File: src/rtl/wb_port_arbiter.sv
// Register-file write-port arbiter: pipeline write-back has priority,
// MDU results queue in a small FIFO and a starvation timer forces a drain.
module wb_port_arbiter #(
    parameter int DEPTH    = 2,
    parameter int MAX_WAIT = 4
) (
    input  logic                       clk,
    input  logic                       rst,
    input  logic                       pipe_we,
    input  logic [4:0]                 pipe_rd,
    input  logic [31:0]                pipe_data,
    input  logic                       mdu_valid,
    input  logic [4:0]                 mdu_rd,
    input  logic [31:0]                mdu_data,
    output logic                       mdu_ready,
    output logic                       pipe_stall,
    output logic                       rf_we,
    output logic [4:0]                 rf_waddr,
    output logic [31:0]                rf_wdata,
    output logic [$clog2(DEPTH):0]     pend_cnt
);

    localparam int PW = $clog2(DEPTH);
    localparam int CW = PW + 1;
    localparam int WW = $clog2(MAX_WAIT + 1);

    typedef enum logic {NORMAL = 1'b0, FORCE = 1'b1} state_t;

    state_t          state_q, state_d;
    logic [CW-1:0]   cnt_q, cnt_d;
    logic [PW-1:0]   wr_ptr_q, rd_ptr_q;
    logic [WW-1:0]   wait_q, wait_d;
    logic [4:0]      mem_rd_q   [DEPTH];
    logic [31:0]     mem_data_q [DEPTH];
    logic            rf_we_q;
    logic [4:0]      rf_waddr_q;
    logic [31:0]     rf_wdata_q;

    logic            pipe_ok, fifo_nonempty;
    logic            accept, enq, deq, gnt_pipe;

    assign fifo_nonempty = (cnt_q != '0);
    assign pipe_ok       = pipe_we && (pipe_rd != 5'd0);
    assign mdu_ready     = (cnt_q != CW'(DEPTH));
    assign accept        = mdu_valid && mdu_ready;
    // x0 results are accepted (handshake completes) but never stored
    assign enq           = accept && (mdu_rd != 5'd0);

    // State register plus starvation counter
    always_ff @(posedge clk or posedge rst) begin
        if (rst) begin
            state_q <= NORMAL;
            wait_q  <= '0;
        end else begin
            state_q <= state_d;
            wait_q  <= wait_d;
        end
    end

    // Next state: force a drain once the head has lost MAX_WAIT times
    always_comb begin
        state_d = NORMAL;
        wait_d  = '0;
        if (state_q == NORMAL && fifo_nonempty && !deq) begin
            if (wait_q + WW'(1) == WW'(MAX_WAIT)) begin
                state_d = FORCE;
            end else begin
                wait_d = wait_q + WW'(1);
            end
        end
    end

    // Outputs: stall in FORCE, pick the granted writer
    always_comb begin
        pipe_stall = 1'b0;
        gnt_pipe   = 1'b0;
        deq        = 1'b0;
        unique case (state_q)
            NORMAL: begin
                gnt_pipe = pipe_ok;
                deq      = !pipe_ok && fifo_nonempty;
            end
            FORCE: begin
                pipe_stall = 1'b1;
                deq        = fifo_nonempty;
            end
            default: ;
        endcase
    end

    // Occupancy count follows enqueue/dequeue
    always_comb begin
        cnt_d = cnt_q;
        if (enq && !deq) cnt_d = cnt_q + CW'(1);
        if (!enq && deq) cnt_d = cnt_q - CW'(1);
    end

    // FIFO pointers and count; reset drops every buffered entry
    always_ff @(posedge clk or posedge rst) begin
        if (rst) begin
            cnt_q    <= '0;
            wr_ptr_q <= '0;
            rd_ptr_q <= '0;
        end else begin
            cnt_q <= cnt_d;
            if (enq) wr_ptr_q <= wr_ptr_q + PW'(1);
            if (deq) rd_ptr_q <= rd_ptr_q + PW'(1);
        end
    end

    // FIFO storage, written at the tail
    always_ff @(posedge clk) begin
        if (enq) begin
            mem_rd_q[wr_ptr_q]   <= mdu_rd;
            mem_data_q[wr_ptr_q] <= mdu_data;
        end
    end

    // Registered write port; address/data hold on idle cycles
    always_ff @(posedge clk or posedge rst) begin
        if (rst) begin
            rf_we_q    <= 1'b0;
            rf_waddr_q <= '0;
            rf_wdata_q <= '0;
        end else begin
            rf_we_q <= gnt_pipe || deq;
            if (gnt_pipe) begin
                rf_waddr_q <= pipe_rd;
                rf_wdata_q <= pipe_data;
            end else if (deq) begin
                rf_waddr_q <= mem_rd_q[rd_ptr_q];
                rf_wdata_q <= mem_data_q[rd_ptr_q];
            end
        end
    end

    // Dequeue from an empty FIFO or overfill must never happen
    always_ff @(posedge clk) begin
        if (!rst) begin
            assert (!(deq && !fifo_nonempty));
            assert (cnt_q <= CW'(DEPTH));
        end
    end

    assign rf_we    = rf_we_q;
    assign rf_waddr = rf_waddr_q;
    assign rf_wdata = rf_wdata_q;
    assign pend_cnt = cnt_q;

endmodule

File: config.mk
export PLATFORM = sky130hd
export DESIGN_NAME = wb_port_arbiter
export DESIGN_NICKNAME = d
export VERILOG_FILES = /design/src/rtl/wb_port_arbiter.sv
export SDC_FILE = /design/constraint.sdc
export NUM_CORES = 1
export LEC_CHECK = 0
export BUFFER_PORTS_ARGS = -buffer_cell sky130_fd_sc_hd__buf_2
export CORE_MARGIN = 4
export CORE_UTILIZATION = 53
export DETAILED_ROUTE_END_ITERATION = 8
export PLACE_DENSITY = 0.8
export SLEW_MARGIN = 20
export SYNTH_ARGS = -nofsm -noshare
export SYNTH_HDL_FRONTEND = slang
export SYNTH_SLANG_ARGS = --single-unit
File: constraint.sdc
create_clock -name clk -period 3.6 [get_ports clk]
set_input_delay 0.54 -clock clk [delete_from_list [all_inputs] [get_ports clk]]
set_output_delay 0.54 -clock clk [all_outputs]
set_load 0.1 [all_outputs]
# After elaboration in Yosys (flattened, before gate mapping)
# Memories as Yosys holds them, arrays and structs flattened.
# Cells that the tools add are included.
# op_classes
addsub,5
eq_ne,2
mux,15
bitwise,1
reduce_logical,17
# ops
operator,count
two-way mux 32 bit,2
two-way mux 5 bit,2
nonzero test 5 bit,2
logical AND 1 bit,8
two-way mux 1 bit,6
two-way mux 3 bit,2
nonzero test 2 bit,3
two-way mux 2 bit,2
adder 3 x 1 -> 3 bit (second input constant),1
equality test 3 bit (second input constant),1
zero test 1 bit,3
adder 1 bit (second input constant),2
adder 2 x 1 -> 2 bit (second input constant),1
!= test 2 bit (second input constant),1
case mux 1 bit (2 select lines),1
subtractor 2 x 1 -> 2 bit (second input constant),1
logical OR 1 bit,1
inverter 1 bit,1
# totals
regBits,46
mem_bits_rw,74
in_bits,78
output_inout_bits,42
memories,2
# memory_table
memory,depth,width,read_ports,rd_clocked_by_memory_dff,wr,line_no,source
mem_data_q,2,32,1,0,1,34,logic [31:0] mem_data_q [DEPTH];
mem_rd_q,2,5,1,0,1,33,logic [4:0] mem_rd_q [DEPTH];

# Longest topological paths before layout
# Gate-level depths: netlist of run 1.
# depth
word_depth,9
ltp_mapped,10
mapped_depth_nobuf,7

# Least setup slack after synthesis of run 1
# OpenSTA, ideal clock, no wires.
# synth_path
path_type,flip-flop to flip-flop
startpoint,reg cnt_q[0] (netlist: pend_cnt[0])
endpoint,"mem mem_data_q[0][0], enable pin"
setup_ns,0.431
arrival_time_ns,3.880
setup_slack_ns,-0.711
stages_incl_launch_ff,4
synth_period_minus_slack_ns,4.311
path_cell_list,dfrtp_1 > nand2b_1 > o211ai_1 > nor2_1
# synth_between
elab_chain_len,5
# synth_lines
item,line_no,source
start: declaration,30,"logic [CW-1:0] cnt_q, cnt_d;"
start signal: assignment,105,cnt_q <= cnt_d;
!= test 2 bit,44,assign mdu_ready = (cnt_q != CW'(DEPTH));
via mdu_ready,15,"output logic mdu_ready,"
logical AND 1 bit,45,assign accept = mdu_valid && mdu_ready;
logical AND 1 bit,47,assign enq = accept && (mdu_rd != 5'd0);
two-way mux 1 bit,113,if (enq) begin
two-way mux 1 bit (not written as such),115,mem_data_q[wr_ptr_q] <= mdu_data;
end: declaration,34,
# The timed path passes the listed nets, and every way through them passes these cells.

# Worst setup path in the final report of run 1
# layout_path
startpoint,reg state_q
endpoint,reg wait_q[2]
# layout_between
elab_chain_len,5
# layout_lines
item,line_no,source
start: declaration,29,"state_t state_q, state_d;"
start signal: assignment,55,state_q <= state_d;
inverter 1 bit,n/a,
case mux 1 bit (2 select lines),78,unique case (state_q)
zero test 1 bit,64,if (state_q == NORMAL && fifo_nonempty && !deq) begin
logical AND 1 bit *,64,
two-way mux 3 bit *,64,
via wait_d[2],32,"logic [WW-1:0] wait_q, wait_d;"
end signal: assignment,56,wait_q <= wait_d;
end: declaration,32,
# The timed path passes the listed nets; every way through them passes the cells marked *.
# A chain may end at the register's enable or synchronous reset.

==> results.sh, run 1 <==
export IMPL_cts_inserted_buffers=17
export IMPL_maximum_number_of_pins_on_one_net_before_global_route_repair=47
export IMPL_timing_critical_path_required_ns=3.99
export IMPL_cellLeakagePower_uw=0.002629
export IMPL_global_route_usage_sum_pct=19.05
export IMPL_first_pass_grt_wire_length_mm=15.18
export IMPL_routed_wirelength_mm=9.687
export IMPL_worst_setup_path_end_kind="flop"
export IMPL_multiplexer_fraction_of_the_synthesized_cell_area_pct=7.609
export IMPL_netlist_cell_type_count=31
export IMPL_final_nets=560
export IMPL_synthTopCellsByCount="74 x sky130_fd_sc_hd__edfxtp_1, 46 x sky130_fd_sc_hd__dfrtp_1, 40 x sky130_fd_sc_hd__nor2_1"
export IMPL_yosysTopAreaCell="sky130_fd_sc_hd__edfxtp_1"
export IMPL_fin_worst_skew_ns=0.008017
export IMPL_share_of_the_synthesized_area_in_compound_gates_ao_oa_aoi_oai_pct=8.639
export IMPL_cts_sinks=120
export IMPL_clk_path_buf_depth=2
export IMPL_timing_critical_path_cells="nor2b_1, o21a_2, buf_4, nand2_1, nor3b_1"
export IMPL_grt_pass1_vias=3311
export IMPL_min_path_type="primary input to asynchronous set/reset pin"
export IMPL_report_final_setup_viol=0
export IMPL_timing_max_slew_rel_slack_pct=43.40
export IMPL_period_minus_slack_ns=2.364
export IMPL_routedWlPerCell_um=16.15
export IMPL_drive_gt1_share_pct=32.52
export IMPL_slowest_delay_ns=0.62
export IMPL_timing_critical_path_from_type="flop"
export IMPL_die_w_um=102.5
export IMPL_critPathSlowestCell="sky130_fd_sc_hd__o21a_2"
export IMPL_synth_warnings=0
export IMPL_total_power_uw=6151
export IMPL_drc=0
export IMPL_critical_path_peak_fanout=39
export IMPL_synth_sequential_area_ratio_pct=71.23
export IMPL_max_cap_viol_count=0
export IMPL_p_per_area_nw_per_um2=1020
export IMPL_asyncSetResetFlopFracSynth_pct=38.33
export IMPL_synth_fa_ha_area_share_pct=0.7926
export IMPL_post_cts_hold_buffer_count=0
export IMPL_setup_repair_after_global_routing_missed_its_margin="false"
export IMPL_post_route_util_pct=69.18
export IMPL_achievable_frequency_ghz=0.4230
export IMPL_ctsRootBufferMaster="sky130_fd_sc_hd__clkbuf_8"
export IMPL_initial_core_util_pct=54.30
export IMPL_drt_vias_per_instance=5.282
export IMPL_grt_ovfl_total=0
export IMPL_synth_seq_cells=120
export IMPL_grt_antenna_before_repair=2
export IMPL_netlist_area_sq_um=4736
export IMPL_place_gp_congestion=0.7597
export IMPL_power_ir_vdd_worst_uv=583.1
export IMPL_dieArea_sq_um=10510
export IMPL_cts_resized=0
export IMPL_netlist_instances=356
export IMPL_cts_reportedPaths_clkPinSlew_ns=0.05
export IMPL_timing_max_transition_violations_final=0
export IMPL_worst_slew_pin_slew_ns=0.8490
export IMPL_boundaryPins=120
export IMPL_synth_top_family_by_area="compound AO/OA/AOI/OAI gates"
export IMPL_synthesized_nets=437
export IMPL_result_of_the_run="complete, no violations"
export IMPL_final_period_utilization_pct=65.66
export IMPL_dr_pass1_iters=4
export IMPL_critPathArrivalTime_ns=2.76
export IMPL_flow_area_growth_from_synthesis_pct=27.40
export IMPL_pre_cts_ws_ns=1.011
export IMPL_critPathKind="flop to flop"
export IMPL_num_fill_cells=626
export IMPL_dieHeight_um=102.5
export IMPL_final_hold_worst_slack_ns=0.1842
export IMPL_synth_top_cells_by_area="sky130_fd_sc_hd__edfxtp_1 47%, sky130_fd_sc_hd__dfrtp_1 24%, sky130_fd_sc_hd__mux2i_1 7.6%"
export IMPL_clk_insertion_delay_late_ns=0.49
export IMPL_rows=34
export IMPL_post_route_worst_setup_slack_ns=1.236
export IMPL_vias=3169
export IMPL_tns_ns=0
export IMPL_yosys_cell_count_top_type="sky130_fd_sc_hd__edfxtp_1"
export IMPL_drt_first_iter_violations=151
export IMPL_ant_nets=0
export IMPL_ys_flop_type="sky130_fd_sc_hd__edfxtp_1"
export IMPL_cts_max_level=4
export IMPL_report_final_hold_viol_count=0
export IMPL_synthesis_area_per_instance_sq_um=13.30
export IMPL_synth_xor_area_share_pct=1.110
export IMPL_cts_tree="built"
export IMPL_number_of_synthesized_flops_with_an_enable_pin=74
export IMPL_area_fraction_of_the_dominant_cell_type_after_synthesis_pct=46.92
export IMPL_antennaDiodeCount=0
export IMPL_post_cts_setup_buffer_count=0
export IMPL_dp_hpwl_mm=6.426
export IMPL_post_synth_and_or_nand_nor_area_fraction_pct=8.349
export IMPL_core_region_area_sq_um=8721
export IMPL_portBuffers=119
## critical path, delay by kind of cell (launching register included)
family | cells | cell delay [ns]
flops | 1 | 0.40
buf+inv | 1 | 0.44
compound gates | 1 | 0.62
simple gates | 3 | 0.79
## cell families after synthesis
kind of cell    count (synthesis)
compound gates                 77
xor+xnor                        6
fa+ha+maj                       3
buf+inv                        23
flops                         120
mux                            36
simple gates                   91
## layer usage
| layer | up-vias | track usage [%] | routed length, um |
|---|---|---|---|
| met5 | - | 0 | 27 |
| met4 | 4 | 4.945 | 51 |
| li1 | 1525 | - | - |
| met1 | 1530 | 22.85 | 4053 |
| met3 | 10 | 7.442 | 723 |
| met2 | 100 | 32.37 | 4832 |
## area by class of cell
type | instances | area [sq um] | share of cell area [%]
Timing Repair Buffer | 125 | 680.7 | 11.28
Tap cell | 108 | 135.1 | 2.240
Clock inverter | 12 | 132.6 | 2.198
Clock buffer | 20 | 425.4 | 7.051
Multi-Input combinational cell | 213 | 1276 | 21.15
Sequential cell | 120 | 3374 | 55.93
Inverter | 2 | 8.758 | 0.1452
## cell usage in the layout, fill, tap and decap left out, drive strengths merged, types with 2 or more instances in the layout
cell type	count
xor2	3
a21oi	35
xnor2	3
clkbuf	20
dfrtp	46
o21ai	35
nor2b	2
buf	125
edfxtp	74
nor2	42
bufinv	3
mux2i	36
clkinv	9
or4	2
nand2	38
nor3b	2
nand2b	3
ha	3
## registers in the layout, indices dropped and copies added (netlist names)
signal	cells
mem_data_q	64
state_q	1
wr_ptr_q	1
pend_cnt	2
mem_rd_q	10
rf_we	1
rf_wdata	32
rf_waddr	5
wait_q	3
rd_ptr_q	1
## per-stage QoR
step | cell area [sq um] | cells
floorplan | 4741 | 356
global placement | 5419 | 566
detailed placement | 5419 | 566
CTS | 5977 | 598
global route | 6033 | 600
finish | 6033 | 600
## power breakdown
| part | total, uW | internal, uW | switching, uW |
|---|---|---|---|
| clock | 1590 | 1040 | 551 |
| combinational | 2470 | 568 | 1900 |
| sequential | 2090 | 1870 | 223 |
## path summary, 6_finish.rpt
path / startpoint / end / slack, ns / cells past startpoint
setup / recovery: state_q / wait_q[2] / 1.24 / 5
hold / removal: rst / rf_wdata[17] / 0.18 / 2
setup reg to reg: state_q / wait_q[2] / 1.24 / 5
hold reg to reg: wait_q[0] / wait_q[0] / 0.51 / 1
max in group asynchronous: rst / rd_ptr_q / 2.85 / 2
min in group clk: mdu_data[2] / mem_data_q[1][2] / 0.24 / 1
Note: power is estimated with default switching activity, not from simulation.
==> inputs of run 2 (changes only) <==
ABC_AREA = 1   (was not set)
CORE_UTILIZATION = 48   (was 53)
PLACE_DENSITY = 0.76   (was 0.8)
clock period = 1.9 ns   (was 3.6 ns; I/O delays follow)
==> run 2 against run 1 <==
First-iteration DRC count rose by 81%. Area after synthesis grew 4.2%. Flip-flop and latch count did not move. Utilization is 1.3 points higher. Final cell count grew 33%. Critical endpoint is now mdu_ready. Synthesized cell count up 28%. Power increased by 100%. Clock-buffer cell count down 2. Final area rose by 16%. Die area increased by 14%.
==> results.sh, run 2 <==
export IMPL_synthesized_nets=537
export IMPL_drive_gt1_share_pct=26.85
export IMPL_cts_inserted_buffers=17
export IMPL_total_power_uw=12510
export IMPL_min_path_type="primary input to flop"
export IMPL_report_final_hold_viol_count=0
export IMPL_vias=4040
export IMPL_result_of_the_run="complete, no violations"
export IMPL_post_cts_setup_buffer_count=0
export IMPL_r2r_end="pend_cnt[1]"
export IMPL_ys_flop_type="sky130_fd_sc_hd__edfxtp_1"
export IMPL_max_cap_viol_count=0
export IMPL_drt_vias_per_instance=5.069
export IMPL_portBuffers=119
export IMPL_place_gp_congestion=0.8132
export IMPL_commonest_non_fill_non_tap_cell_in_the_layout="sky130_fd_sc_hd__nand2_1"
export IMPL_cts_reportedPaths_clkPinSlew_ns=0.06
export IMPL_synth_seq_cells=120
export IMPL_initial_core_util_pct=49.81
export IMPL_worst_setup_path_end_kind="output port"
export IMPL_fin_worst_skew_ns=0.01014
export IMPL_ctsRootBufferMaster="sky130_fd_sc_hd__clkbuf_8"
export IMPL_cts_max_level=4
export IMPL_asyncSetResetFlopFracSynth_pct=38.33
export IMPL_tns_ns=0
export IMPL_clk_path_buf_depth=2
export IMPL_layout_common_cells="162 x sky130_fd_sc_hd__nand2_1, 119 x sky130_fd_sc_hd__buf_2, 110 x sky130_fd_sc_hd__nand3_1"
export IMPL_drt_first_iter_violations=274
export IMPL_first_pass_grt_wire_length_mm=19.71
export IMPL_critical_path_peak_fanout=5
export IMPL_max_reg_flops=64
export IMPL_grt_antenna_before_repair=1
export IMPL_power_ir_vdd_worst_uv=1300
export IMPL_core_region_area_sq_um=9910
export IMPL_cellLeakagePower_uw=0.003177
export IMPL_timing_max_slew_rel_slack_pct=55.47
export IMPL_flow_area_growth_from_synthesis_pct=41.60
export IMPL_synthesis_area_per_instance_sq_um=10.82
export IMPL_netlist_cell_type_count=22
export IMPL_worst_slew_pin_slew_ns=0.6670
export IMPL_boundaryPins=120
export IMPL_reg2regPathDepth=6
export IMPL_dr_pass1_iters=5
export IMPL_ant_nets=0
export IMPL_synth_top_cells_by_area="sky130_fd_sc_hd__edfxtp_1 45%, sky130_fd_sc_hd__dfrtp_1 23%, sky130_fd_sc_hd__nand2_1 12%"
export IMPL_cts_resized=0
export IMPL_achievable_frequency_ghz=0.5471
export IMPL_critPathArrivalTime_ns=1.54
export IMPL_clk_insertion_delay_late_ns=0.52
export IMPL_grt_pass1_vias=4147
export IMPL_pre_cts_ws_ns=0.2567
export IMPL_timing_critical_path_required_ns=1.62
export IMPL_grt_ovfl_total=0
export IMPL_final_nets=731
export IMPL_hold_end="rf_wdata[21]"
export IMPL_synth_warnings=0
export IMPL_dp_hpwl_mm=7.497
export IMPL_cts_tree="built"
export IMPL_netlist_area_sq_um=4936
export IMPL_dieArea_sq_um=11970
export IMPL_cts_sinks=120
export IMPL_final_period_utilization_pct=96.20
export IMPL_global_route_usage_sum_pct=22.06
export IMPL_critPathKind="flop to output port"
export IMPL_area_fraction_of_the_dominant_cell_type_after_synthesis_pct=45.02
export IMPL_routed_wirelength_mm=12.56
export IMPL_period_minus_slack_ns=1.828
export IMPL_dieHeight_um=109.4
export IMPL_timing_critical_path_from_type="flop"
export IMPL_setup_repair_after_global_routing_missed_its_margin="false"
export IMPL_synthTopCellsByCount="163 x sky130_fd_sc_hd__nand2_1, 110 x sky130_fd_sc_hd__nand3_1, 74 x sky130_fd_sc_hd__edfxtp_1"
export IMPL_holdPathStages=3
export IMPL_die_w_um=109.4
export IMPL_routedWlPerCell_um=15.76
export IMPL_number_of_synthesized_flops_with_an_enable_pin=74
export IMPL_netlist_instances=456
export IMPL_worst_r2r_startpoint="pend_cnt[1]"
export IMPL_worstHoldStart="pipe_data[21]"
export IMPL_synth_sequential_area_ratio_pct=68.34
export IMPL_post_route_worst_setup_slack_ns=0.07218
export IMPL_p_per_area_nw_per_um2=1789
export IMPL_yosysTopAreaCell="sky130_fd_sc_hd__edfxtp_1"
export IMPL_yosys_cell_count_top_type="sky130_fd_sc_hd__nand2_1"
export IMPL_largest_reg_by_ff_count="mem_data_q"
export IMPL_drc=0
export IMPL_maximum_number_of_pins_on_one_net_before_global_route_repair=46
export IMPL_regToRegSetupSlack_ns=0.25
export IMPL_timing_max_transition_violations_final=0
export IMPL_rows=36
export IMPL_report_final_setup_viol=0
-- run 2: logic make-up (layout without fill, tap and decap cells) --
group / Yosys count / after routing / share of synthesized area, %
compound gates: 4 / 4 / 0.4562
xor+xnor: 3 / 3 / 0.5324
fa+ha+maj: 3 / 3 / 0.7605
buf+inv: 38 / 245 / 4.613
flops: 120 / 120 / 68.34
other cells: 0 / 1 / 0
simple gates: 288 / 288 / 25.30
-- run 2: worst max path at each step --
| stage | start | endpoint | depth (start not counted) |
|---|---|---|---|
| floorplan | pend_cnt[0] | mem_data_q[1][0] | 4 |
| global placement | pend_cnt[1] | pend_cnt[1] | 6 |
| detailed placement | pend_cnt[1] | pend_cnt[1] | 6 |
| CTS | pend_cnt[1] | mdu_ready | 2 |
| global route | pend_cnt[1] | mdu_ready | 2 |
| finish | pend_cnt[1] | mdu_ready | 2 |
-- run 2: timing repair --
action / CTS / global route
endpoints found under the setup margin: 0 / 0
hold buffers: 69 / 0
hold endpoints to repair: 128 / 0
-- run 2: power breakdown --
part | internal, uW | total, uW | switching [uW] | leakage, uW
Combinational | 1040 | 5210 | 4170 | 0.00164
Clock | 2250 | 3380 | 1130 | 0.000298
Sequential | 3570 | 3920 | 343 | 0.00124
Total | 6860 | 12500 | 5650 | 0.00318
-- run 2: layout make-up --
cell class	count	area [sq um]
well taps	133	166.4
fillers	736	2920
multi-input cells	298	1359
flip-flops and latches	120	3382
diodes	1	2.502
repair buffers	202	1416
clock buffers	18	417.9
inverters	11	41.29
clock inverters	14	203.9
-- run 2: layer usage --
layer	track usage (%)	part of all wire (%)	up-vias
li1	-	-	1942
met1	25.17	38	1888
met2	39.41	52	188
met3	5.931	8.2	22
met4	8.459	1.7	0
met5	0	0	-
-- run 2: worst max-delay path, cell delays in order (launching register included) --
cell and delay, ns:
sky130_fd_sc_hd__dfrtp_4 0.51, sky130_fd_sc_hd__nand2_1 0.10, sky130_fd_sc_hd__buf_2 0.43
-- run 2: per-stage QoR --
step,hold slack [ns],util (%),instance area [sq um],cells
6_report,0.03232,70.53,6989,797
2_1_floorplan,0.3839,-,4964,456
3_5_place_dp,0.3690,57.26,5674,695
5_1_grt,0.02078,70.53,6989,797
4_1_cts,0.0001202,70.51,6987,796
3_3_place_gp,0.3597,57.26,5674,695
==> inputs of run 3 (changes only) <==
SETUP_SLACK_MARGIN = 0.2   (was not set)
==> run 3 against run 2 <==
First-iteration DRC count up 14%. Combinational power up 3%. Hold slack worse by 0.0088 ns. Sequential power about the same. Clock skew down 0.0063 ns. Clock power up 8.9%. Wire length up 3.0%. Non-clock buffer count up 5. Critical path depth up 2. Clock-buffer cell count up 2. Die area unchanged.
==> results.sh, run 3 (same netlist as run 2, synthesis figures left out) <==
export IMPL_max_cap_viol_count=0
export IMPL_p_per_area_nw_per_um2=1815
export IMPL_internal_power_uw=7267
export IMPL_antennaDiodeCount=0
export IMPL_dr_pass1_iters=6
export IMPL_power_combinational_fraction_pct=41.5
export IMPL_regToRegSetupSlack_ns=0.25
export IMPL_maximum_number_of_pins_on_one_net_before_global_route_repair=54
export IMPL_commonest_non_fill_non_tap_cell_in_the_layout="sky130_fd_sc_hd__nand2_1"
export IMPL_drt_vias_per_instance=5.067
export IMPL_clk_path_buf_depth=2
export IMPL_postLayoutCellArea_sq_um=7146
export IMPL_worst_setup_path_end_kind="flop"
export IMPL_cts_sinks=120
export IMPL_largest_reg_by_ff_count="mem_data_q"
export IMPL_first_pass_grt_wire_length_mm=19.88
export IMPL_clk_insertion_delay_late_ns=0.52
export IMPL_layout_common_cells="161 x sky130_fd_sc_hd__nand2_1, 116 x sky130_fd_sc_hd__buf_2, 110 x sky130_fd_sc_hd__nand3_1"
export IMPL_cts_tree="built"
export IMPL_portBuffers=119
export IMPL_place_inst=697
export IMPL_timing_max_slew_rel_slack_pct=66.46
export IMPL_power_ir_vdd_worst_uv=1295
export IMPL_worst_path_dominant_cell_family="flip-flops"
export IMPL_critPathSlowestCell="sky130_fd_sc_hd__dfrtp_4"
export IMPL_post_route_util_pct=72.11
export IMPL_power_share_sequential_pct=30.2
export IMPL_cts_reportedPaths_clkPinSlew_ns=0.06
export IMPL_timing_max_transition_violations_final=0
export IMPL_ctsRootBufferMaster="sky130_fd_sc_hd__clkbuf_8"
export IMPL_timing_critical_path_cells="a21boi_4, nand2_4, nor2_4, buf_12"
export IMPL_dp_hpwl_mm=7.743
export IMPL_grt_ovfl_total=0
export IMPL_grt_antenna_before_repair=0
export IMPL_ant_nets=0
export IMPL_critical_path_peak_fanout=19
export IMPL_vias=4059
export IMPL_die_w_um=109.4
export IMPL_report_final_setup_viol=0
export IMPL_report_final_hold_viol_count=0
export IMPL_placed_cell_area_sq_um=5692
export IMPL_period_minus_slack_ns=1.652
export IMPL_global_route_usage_sum_pct=22.43
export IMPL_final_period_utilization_pct=86.94
export IMPL_boundaryPins=120
export IMPL_dieHeight_um=109.4
export IMPL_routed_wirelength_mm=12.95
export IMPL_dieArea_sq_um=11970
export IMPL_critPathKind="flop to flop"
export IMPL_timing_critical_path_required_ns=2.12
export IMPL_final_nets=736
export IMPL_grt_pass1_vias=4066
export IMPL_final_cells=801
export IMPL_timing_critical_path_buf_inv=1
export IMPL_cellLeakagePower_uw=0.003241
export IMPL_place_gp_congestion=0.7364
export IMPL_fin_worst_skew_ns=0.003832
export IMPL_cts_inserted_buffers=17
export IMPL_setup_repair_after_global_routing_missed_its_margin="true"
export IMPL_drt_first_iter_violations=313
export IMPL_core_region_area_sq_um=9910
export IMPL_power_frac_clock_pct=28.4
export IMPL_max_reg_flops=64
export IMPL_achievable_frequency_ghz=0.6054
export IMPL_result_of_the_run="complete, no violations"
export IMPL_power_switching_share_pct=43.95
export IMPL_flow_area_growth_from_synthesis_pct=44.77
export IMPL_drive_gt1_share_pct=28.14
export IMPL_slowest_delay_ns=0.53
export IMPL_routedWlPerCell_um=16.16
export IMPL_cts_max_level=4
export IMPL_initial_core_util_pct=49.81
export IMPL_timing_critical_path_from_type="flop"
export IMPL_rows=36
export IMPL_switchingPower_uw=5699
export IMPL_critPathArrivalTime_ns=1.87
export IMPL_drc=0
export IMPL_num_fill_cells=699
export IMPL_worst_slew_pin_slew_ns=0.5066
export IMPL_min_path_type="primary input to flop"
-- run 3: repair_timing --
action                                  CTS  global route
buffers inserted                          0             3
gates resized for setup                   3            11
pin swaps                                 0             3
endpoints found under the setup margin    3             5
hold endpoints to repair                120             0
hold buffers                             69             0
-- run 3: tightest hold or removal path, stage by stage --
cell and delay (ns):
sky130_fd_sc_hd__buf_2 0.08, sky130_fd_sc_hd__nand2_1 0.06, sky130_fd_sc_hd__nand3_1 0.08
-- run 3: final timing paths --
path,from,endpoint,cells past startpoint
setup / recovery,pend_cnt[1],mem_data_q[1][12],4
hold / removal,pipe_data[22],rf_wdata[22],3
setup reg to reg,pend_cnt[1],mem_data_q[1][12],4
hold reg to reg,wait_q[0],wait_q[0],1
max in group asynchronous,rst,pend_cnt[0],4
min in group asynchronous,rst,rf_wdata[0],3
-- run 3: final cells by class --
class / instances / area, sq um / share of cell area, %
Clock inverter: 12 / 246.5 / 3.449
Sequential cell: 120 / 3385 / 47.36
Clock buffer: 20 / 435.4 / 6.094
Inverter: 11 / 43.79 / 0.6129
Multi-Input combinational cell: 298 / 1391 / 19.47
Tap cell: 133 / 166.4 / 2.329
Timing Repair Buffer: 207 / 1478 / 20.68
-- run 3: power by group through the flow --
stage	logic (uW)	clock network, uW	registers (uW)
floorplan	1690	0	6300
global placement	5040	0	3900
detailed placement	5110	0	3940
CTS	5270	3710	3900
global route	5690	3850	3980
finish	5380	3680	3910
-- run 3: layer usage --
layer	share of wire [%]	routed length [um]	global-route usage [%]
met5	0	0	0
met4	1.8	235	9.617
met3	7.1	922	6.048
met2	52	6696	38.23
met1	39	5091	26.79
-- run 3: through the flow --
stage | hold slack, ns | total power [uW] | setup TNS (ns) | setup slack, ns
finish | 0.02354 | 12970 | 0 | 0.2482
detailed placement | 0.2994 | 9043 | 0 | 0.2483
CTS | 0.006507 | 12890 | 0 | 0.1755
floorplan | 0.3839 | 7988 | -3.375 | -0.06241
global route | 0.01325 | 13520 | 0 | 0.1694
global placement | 0.2935 | 8938 | 0 | 0.2958
